**src/rtl/multdiv_ctrl.sv**
```systemverilog
// Sequencer between execute and the shared multiplier/divider: latches one op,
// strobes the selected unit, stalls until ready or timeout, then emits one writeback.
module multdiv_ctrl #(
    parameter int TIMEOUT  = 40,
    parameter int MUL_CODE = 4,
    parameter int DIV_CODE = 5
) (
    input  logic        clk,
    input  logic        reset_n,
    input  logic        req_valid,
    input  logic        req_is_div,
    input  logic [31:0] req_a,
    input  logic [31:0] req_b,
    input  logic [4:0]  req_rd,
    input  logic        flush,
    output logic        stall,
    output logic [31:0] unit_a,
    output logic [31:0] unit_b,
    output logic        ctrl_MULT,
    output logic        ctrl_DIV,
    input  logic [31:0] mult_result,
    input  logic        mult_exception,
    input  logic        mult_resultRDY,
    input  logic [31:0] div_result,
    input  logic        div_exception,
    input  logic        div_resultRDY,
    output logic        wb_valid,
    output logic [4:0]  wb_rd,
    output logic [31:0] wb_data,
    output logic        wb_exc
);
    localparam int CW = $clog2(TIMEOUT + 1);

    typedef enum logic [1:0] {IDLE, START, RUN, DONE} state_t;

    state_t         state_q, state_d;
    logic [31:0]    a_q, a_d, b_q, b_d;
    logic [4:0]     rd_q, rd_d;
    logic           is_div_q, is_div_d;
    logic [CW-1:0]  cnt_q, cnt_d;
    logic           ctrl_mult_q, ctrl_mult_d, ctrl_div_q, ctrl_div_d;
    logic           wb_valid_q, wb_valid_d, wb_exc_q, wb_exc_d;
    logic [4:0]     wb_rd_q, wb_rd_d;
    logic [31:0]    wb_data_q, wb_data_d;

    logic           sel_rdy, sel_exc, timed_out;
    logic [31:0]    sel_res, exc_code;

    assign sel_rdy   = is_div_q ? div_resultRDY  : mult_resultRDY;
    assign sel_exc   = is_div_q ? div_exception  : mult_exception;
    assign sel_res   = is_div_q ? div_result     : mult_result;
    assign exc_code  = is_div_q ? 32'(DIV_CODE)  : 32'(MUL_CODE);
    // Counter holds the number of RUN cycles already completed, so the last
    // permitted RUN cycle is the one where it reads TIMEOUT-1.
    assign timed_out = (cnt_q >= CW'(TIMEOUT - 1));

    always_comb begin
        state_d     = state_q;
        a_d         = a_q;
        b_d         = b_q;
        rd_d        = rd_q;
        is_div_d    = is_div_q;
        cnt_d       = cnt_q;
        ctrl_mult_d = 1'b0;
        ctrl_div_d  = 1'b0;
        wb_valid_d  = 1'b0;
        wb_rd_d     = '0;
        wb_data_d   = '0;
        wb_exc_d    = 1'b0;
        case (state_q)
            IDLE: begin
                if (req_valid && !flush) begin
                    a_d         = req_a;
                    b_d         = req_b;
                    rd_d        = req_rd;
                    is_div_d    = req_is_div;
                    ctrl_mult_d = !req_is_div;
                    ctrl_div_d  = req_is_div;
                    state_d     = START;
                end
            end
            START: begin
                // RDY is deliberately not looked at here; it may be stale.
                cnt_d   = '0;
                state_d = flush ? IDLE : RUN;
            end
            RUN: begin
                cnt_d = (cnt_q == CW'(TIMEOUT)) ? cnt_q : cnt_q + CW'(1);
                if (flush) begin
                    state_d = IDLE;
                end else if (sel_rdy || timed_out) begin
                    state_d    = DONE;
                    wb_valid_d = 1'b1;
                    if (sel_rdy && !sel_exc) begin
                        wb_rd_d   = rd_q;
                        wb_data_d = sel_res;
                    end else begin
                        wb_rd_d   = 5'd30;
                        wb_data_d = exc_code;
                        wb_exc_d  = 1'b1;
                    end
                end
            end
            DONE:    state_d = IDLE;
            default: state_d = IDLE;
        endcase
    end

    always_ff @(posedge clk or negedge reset_n) begin
        if (!reset_n) begin
            state_q     <= IDLE;
            a_q         <= '0;
            b_q         <= '0;
            rd_q        <= '0;
            is_div_q    <= 1'b0;
            cnt_q       <= '0;
            ctrl_mult_q <= 1'b0;
            ctrl_div_q  <= 1'b0;
            wb_valid_q  <= 1'b0;
            wb_rd_q     <= '0;
            wb_data_q   <= '0;
            wb_exc_q    <= 1'b0;
        end else begin
            state_q     <= state_d;
            a_q         <= a_d;
            b_q         <= b_d;
            rd_q        <= rd_d;
            is_div_q    <= is_div_d;
            cnt_q       <= cnt_d;
            ctrl_mult_q <= ctrl_mult_d;
            ctrl_div_q  <= ctrl_div_d;
            wb_valid_q  <= wb_valid_d;
            wb_rd_q     <= wb_rd_d;
            wb_data_q   <= wb_data_d;
            wb_exc_q    <= wb_exc_d;
        end
    end

    assign unit_a    = a_q;
    assign unit_b    = b_q;
    assign ctrl_MULT = ctrl_mult_q;
    assign ctrl_DIV  = ctrl_div_q;
    // A flush arriving during DONE must still kill the writeback.
    assign wb_valid  = wb_valid_q & ~flush;
    assign wb_rd     = wb_rd_q;
    assign wb_data   = wb_data_q;
    assign wb_exc    = wb_exc_q;
    assign stall     = ((state_q == IDLE) && req_valid && !flush) ||
                       (state_q == START) || (state_q == RUN);
endmodule
```
**config.mk**
```make
export PLATFORM = sky130hd
export DESIGN_NAME = multdiv_ctrl
export DESIGN_NICKNAME = d
export VERILOG_FILES = /design/src/rtl/multdiv_ctrl.sv
export SDC_FILE = /design/constraint.sdc
export NUM_CORES = 1
export LEC_CHECK = 0
export ABC_AREA = 1
export CAP_MARGIN = 20
export CORE_MARGIN = 2
export CORE_UTILIZATION = 37
export DETAILED_ROUTE_END_ITERATION = 8
export PLACE_DENSITY = 0.77
export SYNTH_ARGS = -nofsm -noshare
export SYNTH_HDL_FRONTEND = slang
export SYNTH_SLANG_ARGS = --single-unit
```
**constraint.sdc**
```tcl
create_clock -name clk -period 1.4 [get_ports clk]
set_input_delay 0.14 -clock clk [delete_from_list [all_inputs] [get_ports clk]]
set_output_delay 0.14 -clock clk [all_outputs]
set_load 0.02 [all_outputs]
```
==> flow_summary.toml, run 1 <==
[logic_synthesis]
yosysSeqAreaShare_pct = 58.0
yosys.area.top_type = "dfrtp_1"
netlist_instances = 507
synth_area_sq_mm = 0.00514
synth_warnings = 0
synth_most_common_cell = "dfrtp_1"
synth_cell_type_count = 28
synth.area.top_cells = "dfrtp_1 (58%), nor2_4 (6.8%), nand2_1 (6.6%)"
ys_seq_elements = 119
synth_edf_count = 0
synth-main-ff-cell = "dfrtp_1"
synth_top_area_share_pct = 58.0
synthArstFlopShare_pct = 100
syn_nets = 651
synthTopCellsByCount = "dfrtp_1 (119), nand2_1 (90), inv_1 (86)"
avgSynthCellArea_sq_um = 10.1

[routing]
wire_per_inst_microns = 15.5
route.vias.total = 4457
dr.pass1.iters = 4
viasPerCell = 4.52
routed_wl_microns = 15300
first_iter_violations = 140
drtAntennaViolNets = 0
drc_errors = 0

[floorplanning]
fp.dieArea_sq_mm = 0.0148
core_area_sq_mm = 0.0137
initial_utilization_pct = 37.4
rows = 43
io_pins = 248
dieWidth_microns = 122
die_h_microns = 122

[clock_network]
cts_buffer_depth = 2
clk_pin_slew_ns = 0.05
h-tree-depth = 4
cts_sinks = 119
cts_tree = "built"
clock_latency_ns = 0.40
cts_inserted_buffers = 17
cts-root-buf = "clkbuf_16"

[setup_path]
cp-start-kind = "flip-flop"
cp.arrival_ns = 1.37
critPathCaptureType = "output pin"
path_class = "reg -> out"
path_max_fanout = 3
crit_required_ns = 1.26

[grt]
grt_antenna_before_repair = 2
grt_use_total_pct = 18.9
top_usage_layer = "met2"
grt_pass1_vias = 4530
grt_util_met3_pct = 7.35
grt_max_degree = 84
grt_first_pass_wirelength_microns = 21700
grt_use_met1_pct = 20.1
use_met2_pct = 33.3
grt_overflow = 0

[power_and_ir_drop]
ir_drop_v = 0.00115
p_leak_nw = 4.65
powerDensity_mw_per_mm2 = 1820

[timing]
relSlewSlack_pct = 77.9
timing.fmax_mhz = 663
slew_violations = 0
setup_ws_ns = -0.108
layout_min_cycle_time_ns = 1.51
rsz0062_at_grt = "yes"
finalSetupViolations = 26
fin_skew_ns = 0.00695
fin_crit_sh_pct = 108
hold_viol = 0
worstMarginPinSlew_ns = 0.323

[cells_and_area]
area_delta_synth_final_pct = 70.8
nNetsFinal = 937
final_area_sq_mm = 0.00877
final_util_pct = 63.9
stdcell_count = 985
fill_cells = 1122
diodes = 0
drive_gt1_share_pct = 18.1

[status]
violations = "setup timing"
status = "complete, but fails checks"

[placement]
hpwl_microns = 10500
place_inst = 935
placed_area_sq_mm = 0.00793
numPortBuffers = 247
gp_congestion = 0.760

[flow_run]
max_cap_violations = 0

[min_path]
hold_class = "in -> async"
-- final cells by class --
type	count	area [sq um]	area share [%]
timing repair buffer	291	2910	33.2
sequential	119	2980	34.0
multi-input combinational	276	1750	19.9
inverter	88	330	3.77
tap	180	225	2.57
clock inverter	8	70.1	0.799
clock buffer	23	508	5.79
-- repair_timing --
action / CTS / global route
setup buffers: 0 / 7
cloned: 0 / 11
endpoints found under the hold margin: 119 / 0
pin swaps: 0 / 4
setup endpoints to repair: 140 / 114
hold buffers: 1 / 0
gates resized for setup: 112 / 87
-- logic make-up (layout without fill, tap and decap cells) --
family / after synthesis / count (layout) / share of synthesized area [%]
flip-flops: 119 / 119 / 58.0
adder cells (fa/ha/maj): 2 / 2 / 0.487
multiplexers: 31 / 31 / 6.04
buffers and inverters: 112 / 410 / 10.1
XOR/XNOR: 2 / 2 / 0.341
AND/OR/NAND/NOR: 162 / 162 / 17.4
AO/OA/AOI/OAI: 79 / 79 / 7.74
-- worst max-delay path: stages, from the launching register on --
cell and delay [ns]:
dfrtp_1 0.42, or2_4 0.25, nand2_2 0.07, inv_2 0.04, nand2_2 0.07, buf_6 0.11
-- placed cells by master (no fill, tap or decap), drive strengths merged, types with 5 or more instances in the layout --
cell type | synthesis | routed
dfrtp | 119 | 119
nand3 | 14 | 14
mux2i | 31 | 31
dlygate4sd2 | 0 | 105
buf | 17 | 40
nor2 | 53 | 53
clkbuf | 7 | 28
clkdlybuf4s50 | 0 | 140
inv | 88 | 88
clkinv | 0 | 5
a21oi | 11 | 11
o21ai | 66 | 66
nand2 | 92 | 92
-- final timing paths --
| check | start | end | slack (ns) | cells after the start |
|---|---|---|---|---|
| worst min register to register | unit_a[17]$_DFFE_PN0P_ | unit_a[17]$_DFFE_PN0P_ | 0.48 | 2 |
| worst max register to register | state_q[0]$_DFFE_PN0P_ | unit_a[20]$_DFFE_PN0P_ | -0.08 | 8 |
| min in group clk | req_b[22] | unit_b[22]$_DFFE_PN0P_ | 0.28 | 3 |
| worst max-delay path | state_q[1]$_DFFE_PN0P_ | stall | -0.11 | 5 |
| worst min-delay path | reset_n | wb_data[22]$_DFF_PN0_ | 0.17 | 2 |
| max in group asynchronous | reset_n | wb_rd[2]$_DFF_PN0_ | 0.66 | 3 |
-- report_power, final --
group          switching [mW]  internal [mW]
Combinational            3.74           2.87
Sequential              0.617           4.56
Clock                    1.47           2.70
-- routing by layer --
layer	vias up	wire length, microns	part of all wire, %
li1	2153	-	-
met1	2075	5540	36
met2	189	8040	53
met3	36	1340	8.7
met4	4	375	2.4
met5	-	19	0.12
-- state kept, by name, summed over array words and instances (netlist names) --
signal	flops
wb_valid_q	1
wb_data	32
wb_rd	5
ctrl_DIV	1
state_q	2
cnt_q	6
ctrl_MULT	1
unit_a	32
wb_exc	1
rd_q	5
unit_b	32
is_div_q	1
-- metrics by stage --
step / TNS, ns / setup WS, ns / total power [mW] / hold slack (ns)
finish: -1.23 / -0.108 / 16.0 / 0.174
global route: -3.68 / -0.172 / 16.9 / 0.187
CTS: -0.642 / -0.202 / 15.4 / 0.170
detailed placement: -6.13 / -0.221 / 11.9 / 0.0447
global placement: -3.86 / -0.197 / 11.7 / 0.0435
floorplan: 0 / 0.0472 / 8.53 / -0.156
Power figures use the tool's default switching activity.
==> inputs of run 2 (changes only) <==
Settings changed: CORE_UTILIZATION 37 to 41, PLACE_DENSITY 0.77 to 0.81.
Clock period 1.4 ns to 1.39 ns, I/O delays scaled along.
==> run 2 against run 1 <==
Effect of this change:
- sequential cell count unchanged
- hold slack improved by 0.10 ns
- the run still ends with setup timing left
- clock power increased by 2%
==> flow_summary.toml, run 2 (synthesis gave the netlist of run 1 again) <==
[floorplanning]
dieWidth_microns = 116
io_pins = 248
die_h_microns = 116
initial_utilization_pct = 42.4
core_area_sq_mm = 0.0121
fp.dieArea_sq_mm = 0.0134
rows = 40

[cells_and_area]
drive_gt1_share_pct = 14.9
nNetsFinal = 931
final_area_sq_mm = 0.00854
stdcell_count = 968
fill_cells = 902
final_util_pct = 70.5
final_common_cell = "clkdlybuf4s50_1"
diodes = 0
area_delta_synth_final_pct = 66.2
layout_common_cells = "clkdlybuf4s50_1 (140), dfrtp_1 (118), dlygate4sd2_1 (104)"

[clock_network]
cts-root-buf = "clkbuf_16"
h-tree-depth = 4
clock_latency_ns = 0.41
clk_pin_slew_ns = 0.05
cts_buffer_depth = 2
cts_inserted_buffers = 17
cts_tree = "built"
cts_sinks = 119

[setup_path]
cp.arrival_ns = 1.37
rr_worst_depth = 6
rr_endpoint = "unit_b[23]$_DFFE_PN0P_"
crit_required_ns = 1.25
path_class = "reg -> out"
path_max_fanout = 3
r2r_slack_ns = 0.01
critPathCaptureType = "output pin"
reg2reg_from = "state_q[1]$_DFFE_PN0P_"
cp-start-kind = "flip-flop"

[grt]
grt_first_pass_wirelength_microns = 22000
grt_pass1_vias = 4632
grt_max_degree = 120
grt_antenna_before_repair = 1
grt_overflow = 0
grt_use_total_pct = 21.4

[routing]
viasPerCell = 4.59
first_iter_violations = 186
wire_per_inst_microns = 14.7
routed_wl_microns = 14300
drtAntennaViolNets = 0
drc_errors = 0
route.vias.total = 4440
dr.pass1.iters = 4

[timing]
finalSetupViolations = 1
worstMarginPinSlew_ns = 0.698
layout_min_cycle_time_ns = 1.51
fin_tns_setup_ns = -0.119
slew_violations = 0
relSlewSlack_pct = 53.5
timing.fmax_mhz = 663
fin_skew_ns = 0.00469
fin_crit_sh_pct = 109
hold_viol = 0
setup_ws_ns = -0.119
rsz0062_at_grt = "yes"

[min_path]
hold_class = "in -> reg"
holdPathEnd = "unit_a[23]$_DFFE_PN0P_"
holdPathStages = 3
worstHoldStart = "req_a[23]"

[placement]
place_inst = 929
numPortBuffers = 247
gp_congestion = 0.785
hpwl_microns = 10400
placed_area_sq_mm = 0.00796

[status]
violations = "setup timing"
status = "complete, but fails checks"

[power_and_ir_drop]
ir_drop_v = 0.00105
powerDensity_mw_per_mm2 = 1840
p_leak_nw = 4.57

[flow_run]
max_cap_violations = 0
-- run 2: changes by cell type in the layout (fill, tap and decap cells not counted), moves of 7 or more --
cell     before  now
nand2_1      78   87
nand2_2      13    2
o21ai_0      19   57
o21ai_1      39    8
o21ai_2       8    1
-- run 2: repair_timing --
action,4_1_cts,5_1_grt
endpoints found under the hold margin,119,0
endpoints found under the setup margin,152,101
cloned,0,2
hold buffers,1,0
resized for setup,115,23
pin swaps,0,5
buffers inserted,0,4
-- run 2: layout make-up --
class / count / area (sq um) / area share, %
Clock inverter: 7 / 66.3 / 0.776
Inverter: 88 / 330 / 3.87
Sequential cell: 119 / 2980 / 34.9
Clock buffer: 25 / 515 / 6.04
Multi-Input combinational cell: 277 / 1710 / 20.0
Tap cell: 168 / 210 / 2.46
Timing Repair Buffer: 284 / 2730 / 32.0
-- run 2: worst max path at each step --
stage                                start                    to  cells past startpoint
CTS                 state_q[1]$_DFFE_PN0P_                 stall                      5
floorplan             cnt_q[0]$_DFFE_PN0P_  cnt_q[3]$_DFFE_PN0P_                      6
global route        state_q[0]$_DFFE_PN0P_                 stall                      6
detailed placement                   flush                 stall                      5
global placement    state_q[1]$_DFFE_PN0P_                 stall                      5
finish              state_q[1]$_DFFE_PN0P_                 stall                      5
-- run 2: layer usage --
metal | GRT usage [%] | routed length (microns) | vias up
li1 | - | - | 2121
met1 | 22.5 | 5200 | 2085
met2 | 38.7 | 7370 | 203
met3 | 8.05 | 1350 | 31
met4 | 8.89 | 339 | 0
met5 | 0 | 0 | -
-- run 2: critical path: stages, from the launching register on --
cell and delay [ns]:
dfrtp_1 0.40, or2_4 0.28, nand2_4 0.07, inv_2 0.04
nand2_2 0.06, buf_6 0.11
-- run 2: per-stage QoR --
step | power, mW | hold WS, ns | setup slack [ns]
after floorplan | 8.59 | -0.157 | 0.0372
after global placement | 11.8 | 0.274 | -0.204
after detailed placement | 12.0 | 0.289 | -0.245
after CTS | 15.7 | 0.270 | -0.200
after global routing | 16.6 | 0.279 | -0.160
final | 15.7 | 0.277 | -0.119
-- run 2: power breakdown --
| part | switching [mW] | internal, mW |
|---|---|---|
| sequential | 0.627 | 4.60 |
| clock | 1.50 | 2.73 |
| combinational | 3.62 | 2.65 |
==> inputs of run 3 (changes only) <==
Settings changed: SETUP_SLACK_MARGIN set to 0.02.
==> run 3 against run 2 <==
Effect of this change:
- the flow still finishes with violations (setup timing)
- sequential share of layout area hardly changed
- clock power hardly changed
- final area is 0.10% higher
- critical path type unchanged
- critical endpoint unchanged
- highest routed layer unchanged
==> flow_summary.toml, run 3 (synthesis gave the netlist of run 1 again) <==
[timing]
layout_min_cycle_time_ns = 1.51
worstMarginPinSlew_ns = 0.715
hold_viol = 0
relSlewSlack_pct = 52.3
setup_ws_ns = -0.118
fin_crit_sh_pct = 108
timing.fmax_mhz = 663
slew_violations = 0
fin_skew_ns = 0.00409
rsz0062_at_grt = "yes"
finalSetupViolations = 1

[setup_path]
critPathCaptureType = "output pin"
path_class = "reg -> out"
cp-start-kind = "flip-flop"
r2r_slack_ns = 0.01
cp.arrival_ns = 1.37
crit_required_ns = 1.25
path_max_fanout = 3

[clock_network]
clk_pin_slew_ns = 0.05
cts-root-buf = "clkbuf_16"
h-tree-depth = 4
cts_inserted_buffers = 17
cts_sinks = 119
clock_latency_ns = 0.41
cts_tree = "built"
cts_buffer_depth = 2

[placement]
numPortBuffers = 247
hpwl_microns = 10400
placed_area_sq_mm = 0.00796
gp_congestion = 0.785

[power_and_ir_drop]
p_seq_share_pct = 33.2
pwr-share-clk_pct = 26.9
internal_power_mw = 9.99
p_leak_nw = 4.56
powerDensity_mw_per_mm2 = 1840
p_comb_share_pct = 39.9
switchingPower_mw = 5.76
ir_drop_v = 0.00105
switching_share_pct = 36.6

[floorplanning]
dieWidth_microns = 116
fp.dieArea_sq_mm = 0.0134
rows = 40
initial_utilization_pct = 42.4
core_area_sq_mm = 0.0121
io_pins = 248
die_h_microns = 116

[grt]
grt_overflow = 0
grt_antenna_before_repair = 1
grt_max_degree = 120
grt_pass1_vias = 4632
grt_first_pass_wirelength_microns = 22000
grt_use_total_pct = 21.4

[min_path]
hold_class = "in -> reg"

[cells_and_area]
final_util_pct = 70.6
drive_gt1_share_pct = 15.4
area_delta_synth_final_pct = 66.4
diodes = 0
layout_common_cells = "clkdlybuf4s50_1 (140), dfrtp_1 (118), dlygate4sd2_1 (104)"
final_area_sq_mm = 0.00855
nNetsFinal = 931
final_common_cell = "clkdlybuf4s50_1"

[routing]
viasPerCell = 4.58
routed_wl_microns = 14300
drtAntennaViolNets = 0
wire_per_inst_microns = 14.8
first_iter_violations = 160
dr.pass1.iters = 4
drc_errors = 0
route.vias.total = 4433

[flow_run]
max_cap_violations = 0

[status]
status = "complete, but fails checks"
violations = "setup timing"
run 3: path summary, 6_finish.rpt:
path | startpoint | to | cells after the start
worst max-delay path | state_q[1]$_DFFE_PN0P_ | stall | 5
worst min-delay path | req_a[23] | unit_a[23]$_DFFE_PN0P_ | 3
worst max register to register | state_q[0]$_DFFE_PN0P_ | wb_data[8]$_DFF_PN0_ | 8
worst min register to register | unit_b[24]$_DFFE_PN0P_ | unit_b[24]$_DFFE_PN0P_ | 2
max in group asynchronous | reset_n | unit_a[23]$_DFFE_PN0P_ | 3
min in group asynchronous | reset_n | wb_data[27]$_DFF_PN0_ | 3
run 3: final cells by class:
class / count / area (sq um)
clock buffers: 25 / 515
flip-flops and latches: 119 / 2980
multi-input cells: 277 / 1710
repair buffers: 284 / 2740
clock inverters: 7 / 66.3
inverters: 88 / 330
fillers: 900 / 3560
well taps: 168 / 210
run 3: timing repair:
action / 4_1_cts / 5_1_grt
buffers inserted: 0 / 4
hold endpoints to repair: 119 / 0
endpoints found under the setup margin: 176 / 109
hold buffers: 1 / 0
gates cloned: 0 / 2
gates resized for setup: 116 / 25
pin swaps: 0 / 6
run 3: through the flow:
stage | setup slack [ns] | hold WS, ns | total power, mW | setup TNS, ns | instances
floorplan | 0.0372 | -0.157 | 8.59 | 0 | 507
global placement | -0.204 | 0.274 | 11.8 | -8.13 | 929
detailed placement | -0.245 | 0.289 | 12.0 | -12.28 | 929
CTS | -0.200 | 0.270 | 15.7 | -0.577 | 962
global route | -0.160 | 0.279 | 16.6 | -2.36 | 968
finish | -0.118 | 0.277 | 15.8 | -0.118 | 968
run 3: power by group through the flow:
stage	logic [mW]	registers, mW	clock network (mW)
after detailed placement	6.77	5.28	0
after global placement	6.62	5.23	0
final	6.29	5.22	4.24
after CTS	6.15	5.23	4.30
after global routing	6.80	5.37	4.46
after floorplan	2.18	6.42	0
run 3: per-layer routing:
metal / global-route usage, % / up-vias / part of all wire (%)
met2: 38.7 / 207 / 52
li1: - / 2124 / -
met5: 0 / - / 0
met4: 8.89 / 0 / 2.5
met1: 22.5 / 2069 / 36
met3: 8.05 / 33 / 9.3
run 3: critical path, stage by stage, from the launching register on:
cell     delay (ns)
dfrtp_1        0.40
or2_4          0.27
nand2_4        0.07
inv_2          0.04
nand2_2        0.06
buf_6          0.11
